### src/rtl/led7seg_pkg.sv
// rtl/led7seg_pkg.sv - glyph table, segment positions and counter width for led7seg_capture
package led7seg_pkg;

  localparam int CNT_W = 4;

  localparam int SEG_A  = 0;
  localparam int SEG_B  = 1;
  localparam int SEG_C  = 2;
  localparam int SEG_D  = 3;
  localparam int SEG_E  = 4;
  localparam int SEG_F  = 5;
  localparam int SEG_G  = 6;
  localparam int SEG_DP = 7;

  // Active-high g..a patterns; entry i is the glyph for nibble i.
  localparam logic [15:0][6:0] GLYPH_TABLE = {
    7'b1110001, 7'b1111001, 7'b1011110, 7'b0111001,
    7'b1111100, 7'b1110111, 7'b1101111, 7'b1111111,
    7'b0000111, 7'b1111101, 7'b1101101, 7'b1100110,
    7'b1001111, 7'b1011011, 7'b0000110, 7'b0111111
  };

endpackage

### src/rtl/led7seg_decode.sv
// rtl/led7seg_decode.sv - combinational seven-segment pattern to hex nibble lookup
module led7seg_decode
  import led7seg_pkg::*;
(
  input  logic [6:0] pattern,
  output logic [3:0] nibble,
  output logic       match
);

  always_comb begin
    nibble = '0;
    match  = 1'b0;
    for (int i = 0; i < 16; i++) begin
      if (pattern == GLYPH_TABLE[i]) begin
        nibble = 4'(i);
        match  = 1'b1;
      end
    end
  end

endmodule

### src/rtl/led7seg_capture.sv
// rtl/led7seg_capture.sv - multiplexed 7-seg bus capture with stability filter; LED7SEG_DP_EN adds dp tracking
module led7seg_capture
  import led7seg_pkg::*;
#(
  parameter int DIGITS     = 4,
  parameter int STABLE_CNT = 3,
  parameter int SAMPLE_DIV = 16
) (
  input  logic                clk,
  input  logic                _reset,
`ifdef LED7SEG_DP_EN
  input  logic [7:0]          _segments,
`else
  input  logic [6:0]          _segments,
`endif
  input  logic [DIGITS-1:0]   _digit_sel,
  output logic [4*DIGITS-1:0] value,
  output logic [DIGITS-1:0]   digit_valid,
  output logic                update,
  output logic                error
`ifdef LED7SEG_DP_EN
  ,
  output logic [DIGITS-1:0]   dp
`endif
);

`ifdef LED7SEG_DP_EN
  localparam int SEG_W = 8;
`else
  localparam int SEG_W = 7;
`endif
  localparam int IDX_W = (DIGITS > 1) ? $clog2(DIGITS) : 1;
  localparam logic [15:0]      DIV_MAX = 16'(SAMPLE_DIV - 1);
  localparam logic [CNT_W-1:0] STAB_M1 = CNT_W'(STABLE_CNT - 1);
  localparam logic [CNT_W-1:0] CNT_MAX = '1;

  logic rst_s1_q, rst_s2_q, rst_n;
  logic [SEG_W-1:0]    seg_s1_q, seg_s1_d, seg_s2_q, seg_s2_d;
  logic [DIGITS-1:0]   sel_s1_q, sel_s1_d, sel_s2_q, sel_s2_d;
  logic [15:0]         div_q, div_d;
  logic [CNT_W-1:0]    cnt_q, cnt_d;
  logic [IDX_W-1:0]    idx_q, idx_d;
  logic [SEG_W-1:0]    pat_q, pat_d;
  logic [4*DIGITS-1:0] value_q, value_d;
  logic [DIGITS-1:0]   valid_q, valid_d;
  logic                update_q, update_d, error_q, error_d;
`ifdef LED7SEG_DP_EN
  logic [DIGITS-1:0]   dp_q, dp_d;
`endif

  logic [SEG_W-1:0]  seg_hi;
  logic [DIGITS-1:0] sel_hi;
  logic [IDX_W-1:0]  idx;
  logic              qual, strobe, accept, match;
  logic [3:0]        nibble;

  // Reset asserts asynchronously but releases on a clock edge.
  always_ff @(posedge clk or negedge _reset) begin
    if (!_reset) begin
      rst_s1_q <= 1'b0;
      rst_s2_q <= 1'b0;
    end else begin
      rst_s1_q <= 1'b1;
      rst_s2_q <= rst_s1_q;
    end
  end
  assign rst_n = rst_s2_q;

  assign seg_hi = ~seg_s2_q;
  assign sel_hi = ~sel_s2_q;
  assign qual   = $onehot(sel_hi);
  assign strobe = (div_q == DIV_MAX);

  always_comb begin
    idx = '0;
    for (int i = 0; i < DIGITS; i++) begin
      if (sel_hi[i]) idx = IDX_W'(i);
    end
  end

  led7seg_decode u_decode (
    .pattern (seg_hi[SEG_G:SEG_A]),
    .nibble  (nibble),
    .match   (match)
  );

  always_comb begin
    seg_s1_d = _segments;
    seg_s2_d = seg_s1_q;
    sel_s1_d = _digit_sel;
    sel_s2_d = sel_s1_q;
    div_d    = strobe ? 16'd0 : div_q + 16'd1;
    cnt_d    = cnt_q;
    idx_d    = idx_q;
    pat_d    = pat_q;
    value_d  = value_q;
    valid_d  = valid_q;
    update_d = 1'b0;
    error_d  = 1'b0;
    accept   = 1'b0;
`ifdef LED7SEG_DP_EN
    dp_d     = dp_q;
`endif
    if (strobe) begin
      if (!qual) begin
        cnt_d = '0;
      end else if (idx == idx_q && seg_hi == pat_q && cnt_q != '0) begin
        cnt_d  = (cnt_q == CNT_MAX) ? cnt_q : cnt_q + CNT_W'(1);
        accept = (cnt_q == STAB_M1);
      end else begin
        cnt_d  = CNT_W'(1);
        idx_d  = idx;
        pat_d  = seg_hi;
        accept = (STABLE_CNT == 1);
      end
    end
    if (accept) begin
      if (match) begin
        value_d[idx*4 +: 4] = nibble;
        valid_d[idx]        = 1'b1;
        update_d            = !valid_q[idx] || (value_q[idx*4 +: 4] != nibble);
      end else begin
        valid_d[idx] = 1'b0;
        error_d      = 1'b1;
      end
`ifdef LED7SEG_DP_EN
      dp_d[idx] = seg_hi[SEG_DP];
`endif
    end
  end

  always_ff @(posedge clk or negedge rst_n) begin
    if (!rst_n) begin
      seg_s1_q <= '1;
      seg_s2_q <= '1;
      sel_s1_q <= '1;
      sel_s2_q <= '1;
      div_q    <= '0;
      cnt_q    <= '0;
      idx_q    <= '0;
      pat_q    <= '0;
      value_q  <= '0;
      valid_q  <= '0;
      update_q <= 1'b0;
      error_q  <= 1'b0;
`ifdef LED7SEG_DP_EN
      dp_q     <= '0;
`endif
    end else begin
      seg_s1_q <= seg_s1_d;
      seg_s2_q <= seg_s2_d;
      sel_s1_q <= sel_s1_d;
      sel_s2_q <= sel_s2_d;
      div_q    <= div_d;
      cnt_q    <= cnt_d;
      idx_q    <= idx_d;
      pat_q    <= pat_d;
      value_q  <= value_d;
      valid_q  <= valid_d;
      update_q <= update_d;
      error_q  <= error_d;
`ifdef LED7SEG_DP_EN
      dp_q     <= dp_d;
`endif
    end
  end

  assign value       = value_q;
  assign digit_valid = valid_q;
  assign update      = update_q;
  assign error       = error_q;
`ifdef LED7SEG_DP_EN
  assign dp          = dp_q;
`endif

endmodule

### config.mk
export PLATFORM = sky130hd
export DESIGN_NAME = led7seg_capture
export DESIGN_NICKNAME = d
export VERILOG_FILES = /design/src/rtl/led7seg_pkg.sv /design/src/rtl/led7seg_decode.sv /design/src/rtl/led7seg_capture.sv
export SDC_FILE = /design/constraint.sdc
export NUM_CORES = 1
export LEC_CHECK = 0
export ABC_AREA = 0
export BUFFER_PORTS_ARGS = -buffer_cell sky130_fd_sc_hd__buf_2
export CAP_MARGIN = 20
export CORE_ASPECT_RATIO = 0.8
export CORE_UTILIZATION = 50
export DETAILED_ROUTE_END_ITERATION = 12
export PLACE_DENSITY = 0.75
export SLEW_MARGIN = 15
export SYNTH_ARGS = -nofsm -noshare
export SYNTH_HDL_FRONTEND = slang
export SYNTH_HIERARCHICAL = 1
export SYNTH_SLANG_ARGS = --single-unit
### constraint.sdc
create_clock -name clk -period 5.1 [get_ports clk]
set_input_delay 0.255 -clock clk [delete_from_list [all_inputs] [get_ports clk]]
set_output_delay 0.255 -clock clk [all_outputs]
set_load 0.02 [all_outputs]
; ---- After elaboration in Yosys (flattened, before gate mapping)
; Cells that the tools add are included.
[classes]
add_sub_neg = 6
order_cmp = 2
eq_ne = 24
n_shift = 3
n_mux = 51
n_bitwise = 6
reduce_logical = 9
[ops]
columns = operator, n
row1 = == test 7 bit (second input constant), 12
row2 = two-way mux 4 bit, 12
row3 = negation 4 -> 34 bit, 1
row4 = variable shift 4 x 34 -> 16 bit (first input constant), 1
row5 = indexed part select 4 x 34 -> 16 bit, 1
row6 = two-way mux 1 bit, 27
row7 = adder 16 x 1 -> 16 bit (second input constant), 1
row8 = bitwise mux 16 bit, 1
row9 = == test 16 x 4 -> 1 bit (second input constant), 1
row10 = two-way mux 16 bit, 1
row11 = indexed part select 16 x 5 -> 4 bit, 1
row12 = == test 7 x 3 -> 1 bit (second input constant), 2
row13 = == test 7 x 6 -> 1 bit (second input constant), 2
row14 = two-way mux 3 bit, 4
row15 = two-way mux 2 bit, 4
row16 = NOT 4 bit, 2
row17 = == test 7 bit, 1
row18 = NOT 7 bit, 1
row19 = adder 1 x 1 -> 2 bit, 2
row20 = adder 4 x 1 -> 4 bit (second input constant), 1
row21 = bitwise AND 4 bit, 1
row22 = == test 4 x 2 -> 1 bit (second input constant), 1
row23 = == test 4 bit (second input constant), 1
row24 = inequality test 4 bit, 1
row25 = 16 further kinds, 19
[word_totals]
register_bits = 75
in_bits = 13
out_inout_bits = 22
elab_cells = 115

; ---- Longest topological paths before layout
; Gate-level depths: netlist of run 1.
[depth]
word_depth = 21
depth_mapped = 12
ltp_nobuf = 10

; ---- Modules after synthesis
; Netlist of run 1, hierarchy kept.
[modules_own_cells]
columns = mod, instances, cells_per_inst, area_per_inst_um2, seq_area_each_um2
row1 = led7seg_capture, 1, 289, 3437.0, 1904.3
row2 = led7seg_decode, 1, 61, 415.4, 0.0

; ---- Least setup slack after synthesis of run 1
; Ideal clock, no wire load.
[synth_path]
path_type = reg-to-reg
start = register sel_s2_q[3]
end = register value_q[6], in the netlist value[6]
setup_ns = 0.125
t_arrival_ns = 2.532
required_time_ns = 4.975
slack_ns = 2.443
stages_incl_launch_ff = 11
path_buffers = 1
synth_period_minus_slack_ns = 2.657
cell_sequence = dfstp_2 > fa_1 > inv_1 > ha_1 > ha_1 > nor2_1 > nand2_1 > nor2_1 > and4_1 > buf_6 > mux2_4
[synth_via]
elab_chain_len = 9
elab_cells_between_ends = 16
classes_between = add/sub: 3 / eq/ne: 2 / shift: 2 / mux: 5 / bitwise: 1 / reduce/logical: 3
[synth_lines]
columns = element, line
row1 = from (decl), led7seg_capture.sv:39  ; logic [DIGITS-1:0] sel_s1_q, sel_s1_d, sel_s2_q, sel_s2_d;
row2 = from (signal assigned), led7seg_capture.sv:153  ; sel_s2_q <= sel_s2_d;
row3 = NOT 4 bit *, led7seg_capture.sv:70  ; assign sel_hi = ~sel_s2_q;
row4 = "parallel branches: the longest is 8 deep, another holds negation 4 -> 34 bit", --
row5 = to (signal assigned), led7seg_capture.sv:158  ; value_q <= value_d;
row6 = to (decl), led7seg_capture.sv:44  ; logic [4*DIGITS-1:0] value_q, value_d;
; Every way passes the cells marked *.
; A chain may end at the register's enable or synchronous reset.

; ---- Final worst setup path of run 1
; Ends and elaborated chain as after synthesis.

==> impl_results.rst, run 1 <==
.. list-table::
   :header-rows: 1

   * - Metric
     - Value
   * - Finish-stage setup viols
     - 0
   * - Type of origin of the critical path
     - register
   * - Max incr delay on CP
     - 0.72 ns
   * - Detailed-router iteration count before antenna repair
     - 4
   * - Die Y
     - 80.5 um
   * - Half-perimeter wire length of the detailed placement result
     - 5220 um
   * - Met2 usage in global routing
     - 0.301
   * - Clock transition at path regs
     - 0.08 ns
   * - Post-synthesis sequential area ratio
     - 0.494
   * - Maximum frequency from static timing analysis
     - 319 MHz
   * - Share of the cycle needed by the critical path after routing
     - 0.614
   * - Total routing usage reported by global routing
     - 0.204
   * - Bufs on Longest Clock Path
     - 2
   * - Master of the slowest instance on the critical path
     - dfstp_2
   * - Most used routing layer in global routing
     - met2
   * - # Post-CTS Setup Buffers
     - 0
   * - Commonest cells after routing, fill and taps aside
     - 52 x dfrtp_1, 34 x buf_2, 24 x xnor2_1
   * - Power density cells
     - 285 nW/um2
   * - Congestion Overflow GR
     - 0
   * - Relative area change from synthesis to final layout
     - 11.9%
   * - Total number of vias
     - 2734
   * - Worst slew margin
     - 0.532
   * - Gpl congestion
     - 0.931
   * - Share of final-layout standard cells stronger than drive strength 1
     - 0.270
   * - Die Footprint
     - 8060 um2
   * - #FFs+latches synth
     - 75
   * - H-tree level count
     - 3
   * - Number of distinct library cell variants in the gate-level netlist after synthesis
     - 62
   * - Wire length of the first global-routing pass
     - 12500 um
   * - PostCTS Resize Cnt
     - 0
   * - Io pins
     - 35
   * - Worst skew pair latency
     - 0.37 ns
   * - Synth Area per Inst
     - 11.0 um2
   * - Maximum number of pins on one net before global-route repair
     - 54
   * - Commonest register cell after synthesis
     - dfrtp_1
   * - Core Region
     - 7430 um2
   * - Number of design-rule violations left by the first detailed-router iteration
     - 119
   * - Most common cell after layout, fill and taps aside
     - dfrtp_1
   * - Quantity of I/O buffers inserted on ports
     - 34
   * - Area of the mapped netlist
     - 3850 um2
   * - Ratio of routed vias to standard cells
     - 5.46
   * - CP Max Fanout
     - 17
   * - CP Data Required Time
     - 5.35 ns
   * - Unrepaired setup endpoints after global routing
     - no
   * - GR Util met3
     - 0.0731
   * - Average detailed-routed wire length per instance
     - 14.8 um
   * - Clock sink count
     - 75
   * - Worst hold-check slack
     - 0.209 ns
   * - Via count of the first global-routing pass
     - 2627
   * - Max VDD drop
     - 208 uV
   * - DRC Markers
     - 0
   * - Type of the worst setup path
     - reg -> reg
   * - Result of the run
     - finished, final reports clean
   * - Clock root buffer master
     - clkbuf_8
   * - Share of synthesized registers carrying an async set or reset
     - 1.00
   * - YS warnings
     - 6
   * - Leak
     - 1.96 nW
   * - Final antenna diode count
     - 0
   * - Initial antenna violation count
     - 0
   * - Sum of negative setup slack
     - 0 ns
   * - Number of nets still failing antenna checks after routing
     - 0
   * - Initial Utilization
     - 0.519
   * - Number of nets in the layout
     - 411
   * - Chip width
     - 100 um
   * - WL final
     - 7390 um
   * - Number of inserted filler cells in the final layout
     - 631
   * - Core Rows
     - 28
   * - Count of mapped cells out of synthesis
     - 350
   * - Number of buffers created by CTS
     - 9
   * - Number of enable flip-flop cells after synthesis
     - 0
   * - Cell chain of the critical path
     - fa_1 -> inv_1 -> ha_1 -> ha_1 -> nor2_1 -> nand2_1 -> nor2_1 -> and4_1 -> mux2_4
   * - CP endpoint kind
     - register
   * - Type of the worst min-delay path
     - in -> async
   * - Measured slew at the worst slew-check pin
     - 0.700 ns
   * - Total of max-cap violations
     - 0
   * - Global-route track usage on met1
     - 0.281
   * - Clk_skew
     - 0.0158 ns
   * - Period minus WS final
     - 3.13 ns
   * - Arr. time, crit path
     - 3.38 ns
   * - Max Slew Vio Count
     - 0
   * - Clock tree from TritonCTS
     - built
   * - Synthesized Nets
     - 370
   * - Hold violation total from the final report
     - 0
==> critical path: cells and delay by family (launching register included) <==
kind          cells  cell delay [ns]
buf+inv           1             0.06
mux               1             0.32
fa+ha+maj         3             0.81
flops             1             0.72
simple gates      4             1.09
==> registers in the layout, indices dropped and copies added, names as in the netlist, named ones only <==
name	cells
error	1
rst_n	1
seg_s2_q	7
sel_s2_q	4
cnt_q	4
idx_q	2
update	1
seg_s1_q	7
value	16
sel_s1_q	4
rst_s1_q	1
div_q	16
pat_q	7
==> layout make-up <==
| cell class | instances | area (um2) | share of cell area |
|---|---|---|---|
| clock buffer | 9 | 124 | 0.0287 |
| clock inverter | 7 | 73.8 | 0.0171 |
| inverter | 22 | 82.6 | 0.0192 |
| multi-input combinational | 236 | 1700 | 0.393 |
| sequential | 75 | 1910 | 0.442 |
| tap | 105 | 131 | 0.0305 |
| timing repair buffer | 47 | 298 | 0.0691 |
==> worst paths after layout <==
| kind | start | endpoint | slack (ns) | cells after the start |
|---|---|---|---|---|
| min | _reset | rst_n | 0.21 | 2 |
| min reg2reg | rst_n | async pin | 0.21 | 0 |
| max in group asynchronous | rst_n | pat_q[1] | 3.88 | 1 |
| min in group clk | seg_s1_q[2] | seg_s2_q[2] | 0.36 | 0 |
| max reg2reg | sel_s2_q[3] | value[6] | 1.97 | 9 |
| max | sel_s2_q[3] | value[6] | 1.97 | 9 |
==> logic make-up after synthesis <==
group / share of synthesized area
and+or+nand+nor: 0.168
DFF: 0.494
AOI/OAI and AO/OA: 0.0913
buffers and inverters: 0.0653
xor gates and xnor gates: 0.0750
muxes: 0.0802
adders and majority gates: 0.0247
other: 0.000973
==> Yosys cell counts, types with 3 or more instances <==
cell / instances / area share
nor3_1: 9 / 0.012
nand2_1: 23 / 0.022
nand4_1: 7 / 0.011
nand2b_1: 3 / 0.0049
nor2b_1: 3 / 0.0049
buf_6: 4 / 0.012
o21ai_1: 4 / 0.0052
nor4_1: 4 / 0.0065
o211ai_1: 4 / 0.0078
and4_1: 3 / 0.0068
buf_4: 5 / 0.0097
dfrtp_1: 53 / 0.34
mux2_2: 19 / 0.056
ha_1: 6 / 0.019
and3_1: 6 / 0.0097
inv_1: 22 / 0.021
xnor2_1: 24 / 0.055
nand3_1: 15 / 0.019
dfstp_2: 22 / 0.15
a21oi_1: 7 / 0.0091
a211oi_1: 4 / 0.0078
buf_2: 3 / 0.0039
o21ai_0: 19 / 0.025
xor2_1: 9 / 0.020
mux2i_1: 8 / 0.021
nor2_1: 18 / 0.018
==> report_power, final <==
group	total, mW	internal [mW]	switching, mW
Clock	0.455	0.228	0.227
Sequential	0.659	0.632	0.0273
Combinational	0.115	0.0509	0.0646
Total	1.23	0.911	0.319
==> per-stage QoR <==
stage	instances	worst slack, ns	total power [mW]	utilization	instance area [um2]
2_1_floorplan	350	2.44	0.756	-	3850
3_3_place_gp	473	2.09	0.773	0.538	3990
3_5_place_dp	473	2.01	0.778	0.538	3990
4_1_cts	501	1.99	1.24	0.581	4310
5_1_grt	501	1.82	1.29	0.581	4310
6_report	501	1.97	1.23	0.581	4310
==> routing by layer <==
layer | wire, um | share of wire
met2 | 3240 | 0.44
met4 | 78 | 0.011
met3 | 358 | 0.048
met1 | 3720 | 0.50
met5 | 0 | 0
==> timing repair <==
action                                 in CTS  in global routing
setup endpoints to repair                   0                  0
hold buffers                               12                  0
endpoints found under the hold margin      13                  0
(Power assumes the default switching activity.)
==> run 2: changes to the inputs <==
--- a/config.mk
+++ b/config.mk
@@ -5,13 +5,13 @@
 export SDC_FILE = /design/constraint.sdc
 export NUM_CORES = 1
 export LEC_CHECK = 0
-export ABC_AREA = 0
+export ABC_AREA = 1
 export BUFFER_PORTS_ARGS = -buffer_cell sky130_fd_sc_hd__buf_2
 export CAP_MARGIN = 20
 export CORE_ASPECT_RATIO = 0.8
 export CORE_UTILIZATION = 50
 export DETAILED_ROUTE_END_ITERATION = 12
-export PLACE_DENSITY = 0.75
+export PLACE_DENSITY = 0.77
 export SLEW_MARGIN = 15
 export SYNTH_ARGS = -nofsm -noshare
 export SYNTH_HDL_FRONTEND = slang
==> constraint.sdc (replaced) <==
create_clock -name clk -period 2.55 [get_ports clk]
set_input_delay 0.1275 -clock clk [delete_from_list [all_inputs] [get_ports clk]]
set_output_delay 0.1275 -clock clk [all_outputs]
set_load 0.02 [all_outputs]
==> run 2 against run 1 <==
  * Critical path depth is 3 higher
  * Critical endpoint is now value[7]
  * Cell count is 41% higher
  * Register-to-register slack lost 1.8 ns
  * Final area up 11%
  * Global-route usage increased by 1.8 points
  * Largest power group unchanged
  * Clock skew down 0.0035 ns
  * Highest routed layer unchanged
  * Via count up 32%
==> impl_results.rst, run 2 <==
.. list-table::
   :header-rows: 1

   * - Metric
     - Value
   * - Fraction of power consumed by combinational cells
     - 0.138 (was 0.094)
   * - Share of synthesized registers carrying an async set or reset
     - 1.00 (unchanged)
   * - CP endpoint kind
     - register (unchanged)
   * - Placed cell count
     - 674 (was 473)
   * - Clock transition at path regs
     - 0.08 ns (about the same)
   * - Result of the run
     - finished, final reports clean (unchanged)
   * - Arr. time, crit path
     - 2.67 ns (was 3.38 ns)
   * - Io pins
     - 35 (unchanged)
   * - Worst hold-check slack
     - 0.0876 ns (was 0.209 ns)
   * - Chip width
     - 104 um (was 100 um)
   * - Number of nets still failing antenna checks after routing
     - 0 (unchanged)
   * - Final antenna diode count
     - 0 (unchanged)
   * - Top post-synthesis cells by area
     - dfrtp_1 32%, nand2_1 15%, dfstp_2 14% (was dfrtp_1 34%, dfstp_2 15%, mux2_2 5.6%)
   * - Gpl congestion
     - 0.963 (was 0.931)
   * - Synthesized Nets
     - 554 (was 370)
   * - Post-synthesis sequential area ratio
     - 0.461 (was 0.494)
   * - Total of max-cap violations
     - 0 (unchanged)
   * - Initial antenna violation count
     - 0 (unchanged)
   * - Number of design-rule violations left by the first detailed-router iteration
     - 219 (was 119)
   * - Sum of negative setup slack
     - 0 ns (unchanged)
   * - Final design utilization
     - 0.601 (was 0.581)
   * - Wire length of the first global-routing pass
     - 15200 um (was 12500 um)
   * - Initial Utilization
     - 0.517 (was 0.519)
   * - Cell types with the highest counts after synthesis
     - 161 x nand2_1, 75 x inv_1, 57 x nor2_1 (was 53 x dfrtp_1, 24 x xnor2_1, 23 x nand2_1)
   * - Seq pwr share
     - 0.517 (was 0.536)
   * - Worst skew pair latency
     - 0.36 ns (was 0.37 ns)
   * - Via count of the first global-routing pass
     - 3442 (was 2627)
   * - Core Rows
     - 29 (was 28)
   * - Type of the worst min-delay path
     - in -> async (unchanged)
   * - Count of mapped cells out of synthesis
     - 534 (was 350)
   * - Half-perimeter wire length of the detailed placement result
     - 6480 um (was 5220 um)
   * - Final instance count without filler cells
     - 705 (was 501)
   * - Type of the worst setup path
     - reg -> reg (unchanged)
   * - H-tree level count
     - 3 (unchanged)
   * - Power Internal
     - 1.87 mW (was 0.911 mW)
   * - Ratio of routed vias to standard cells
     - 5.10 (was 5.46)
   * - Synth Area per Inst
     - 7.73 um2 (was 11.0 um2)
   * - Quantity of I/O buffers inserted on ports
     - 34 (unchanged)
   * - Most frequently used cell type in the post-synthesis netlist
     - nand2_1 (was dfrtp_1)
   * - Clock root buffer master
     - clkbuf_8 (unchanged)
   * - Power density cells
     - 534 nW/um2 (was 285 nW/um2)
   * - Worst slew margin
     - 0.635 (was 0.532)
   * - Commonest cells after routing, fill and taps aside
     - 161 x nand2_1, 75 x inv_1, 57 x nor2_1 (was 52 x dfrtp_1, 34 x buf_2, 24 x xnor2_1)
   * - CP Max Fanout
     - 5 (was 17)
   * - Finish-stage setup viols
     - 0 (unchanged)
   * - Number of buffers created by CTS
     - 9 (unchanged)
   * - Total routing usage reported by global routing
     - 0.222 (was 0.204)
   * - Number of nets in the layout
     - 612 (was 411)
   * - Congestion Overflow GR
     - 0 (unchanged)
   * - Share of the cycle needed by the critical path after routing
     - 0.954 (was 0.614)
   * - Number of distinct library cell variants in the gate-level netlist after synthesis
     - 36 (was 62)
   * - Period minus WS final
     - 2.43 ns (was 3.13 ns)
   * - Leak
     - 2.64 nW (was 1.96 nW)
   * - Maximum frequency from static timing analysis
     - 411 MHz (was 319 MHz)
   * - DRC Markers
     - 0 (unchanged)
   * - Final std cell area, no fill
     - 4800 um2 (was 4310 um2)
   * - Die Footprint
     - 8630 um2 (was 8060 um2)
   * - Power after layout
     - 2.56 mW (was 1.23 mW)
   * - Clock group share of total power
     - 0.345 (was 0.370)
   * - Fraction of power spent switching nets
     - 0.269 (was 0.259)
   * - Portion of synthesized cell area occupied by the leading cell type
     - 0.321 (was 0.344)
   * - Hold violation total from the final report
     - 0 (unchanged)
   * - Number of enable flip-flop cells after synthesis
     - 0 (unchanged)
   * - Cell type with the largest total area after synthesis
     - dfrtp_1 (unchanged)
   * - Commonest register cell after synthesis
     - dfrtp_1 (unchanged)
   * - Relative area change from synthesis to final layout
     - 16.2% (was 11.9%)
   * - Net Sw Power
     - 0.689 mW (was 0.319 mW)
   * - Max Slew Vio Count
     - 0 (unchanged)
   * - YS warnings
     - 6 (unchanged)
   * - Average detailed-routed wire length per instance
     - 12.4 um (was 14.8 um)
   * - Total number of vias
     - 3596 (was 2734)
   * - Measured slew at the worst slew-check pin
     - 0.543 ns (was 0.700 ns)
   * - WL final
     - 8720 um (was 7390 um)
   * - Post-placement worst setup slack
     - 0.0408 ns (was 2.01 ns)
   * - Core Region
     - 7980 um2 (was 7430 um2)
   * - Share of final-layout standard cells stronger than drive strength 1
     - 0.209 (was 0.270)
   * - Bufs on Longest Clock Path
     - 2 (unchanged)
   * - CP Data Required Time
     - 2.79 ns (was 5.35 ns)
   * - #FFs+latches synth
     - 75 (unchanged)
   * - Worst-case setup margin in the final layout
     - 0.117 ns (was 1.97 ns)
   * - Detailed-router iteration count before antenna repair
     - 5 (was 4)
   * - Max VDD drop
     - 396 uV (was 208 uV)
   * - Die Y
     - 83.3 um (was 80.5 um)
   * - Most common cell after layout, fill and taps aside
     - nand2_1 (was dfrtp_1)
   * - Clock tree from TritonCTS
     - built (unchanged)
   * - Type of origin of the critical path
     - register (unchanged)
   * - Clk_skew
     - 0.0122 ns (was 0.0158 ns)
   * - Clock sink count
     - 75 (unchanged)
   * - Unrepaired setup endpoints after global routing
     - no (unchanged)
   * - Area of the mapped netlist
     - 4130 um2 (was 3850 um2)
   * - Cell area after placement
     - 4440 um2 (was 3990 um2)
   * - Maximum number of pins on one net before global-route repair
     - 55 (was 54)
[run 2: cell count changes after synthesis, moves of 19 or more]
cell	delta
inv_1	+53
mux2_2	-19
nand2_1	+138
nand4_1	+20
nor2_1	+39
xnor2_1	-21
[run 2: power groups by stage]
stage               Clock [mW]  Combinational [mW]  Sequential, mW
global route             0.967               0.407            1.33
CTS                      0.919               0.355            1.32
finish                   0.883               0.354            1.32
floorplan                    0               0.255            1.34
global placement             0               0.326            1.34
detailed placement           0               0.339            1.34
[run 2: layer usage]
| layer | part of all wire | wire, um | global-route usage | up-vias |
|---|---|---|---|---|
| met1 | 0.46 | 3990 | 0.292 | 1701 |
| met3 | 0.059 | 511 | 0.0581 | 14 |
| li1 | - | - | - | 1785 |
| met4 | 0.014 | 120 | 0.0830 | 0 |
| met2 | 0.47 | 4100 | 0.353 | 96 |
| met5 | 0 | 0 | 0 | - |
[run 2: area by class of cell]
type	count	area (um2)
Sequential cell	75	1910
Inverter	84	315
Clock buffer	13	149
Clock inverter	3	40.0
Fill cell	715	3190
Timing Repair Buffer	55	383
Multi-Input combinational cell	367	1870
Tap cell	108	135
[run 2: logic make-up (layout without fill, tap and decap cells)]
family / after synthesis / after routing / synth area share
fa+ha+maj: 7 / 7 / 0.0230
other cells: 1 / 1 / 0.000908
buf+inv: 92 / 155 / 0.0882
flops: 75 / 75 / 0.461
simple gates: 321 / 321 / 0.371
compound gates: 30 / 30 / 0.0388
xor+xnor: 8 / 8 / 0.0170
[run 2: final timing paths]
| check | to | cells past startpoint | slack, ns | startpoint |
|---|---|---|---|---|
| setup / recovery | value[7] | 12 | 0.12 | sel_s2_q[1] |
| hold / removal | rst_n | 2 | 0.09 | _reset |
| setup reg to reg | value[7] | 12 | 0.12 | sel_s2_q[1] |
| hold reg to reg | div_q[10] | 0 | 0.21 | rst_n |
| max in group asynchronous | seg_s1_q[5] | 1 | 1.66 | rst_n |
| min in group clk | sel_s2_q[1] | 0 | 0.34 | sel_s1_q[1] |
[run 2: worst max-delay path, cell delays in order, from the launching register on]
cell and delay, ns:
dfstp_2 0.58, fa_1 0.42, inv_1 0.06, ha_1 0.13, ha_1 0.23, nor3_2 0.14
buf_4 0.16, inv_2 0.06, nor2_4 0.08, buf_4 0.15, nand4_2 0.13, nand2_1 0.11
nand2_1 0.06
[run 2: what timing repair did]
item                       in CTS  in global routing
setup buffers                   0                  3
gates resized for setup         0                  1
hold buffers                   12                  0
setup endpoints to repair       0                 23
hold endpoints to repair       13                  0
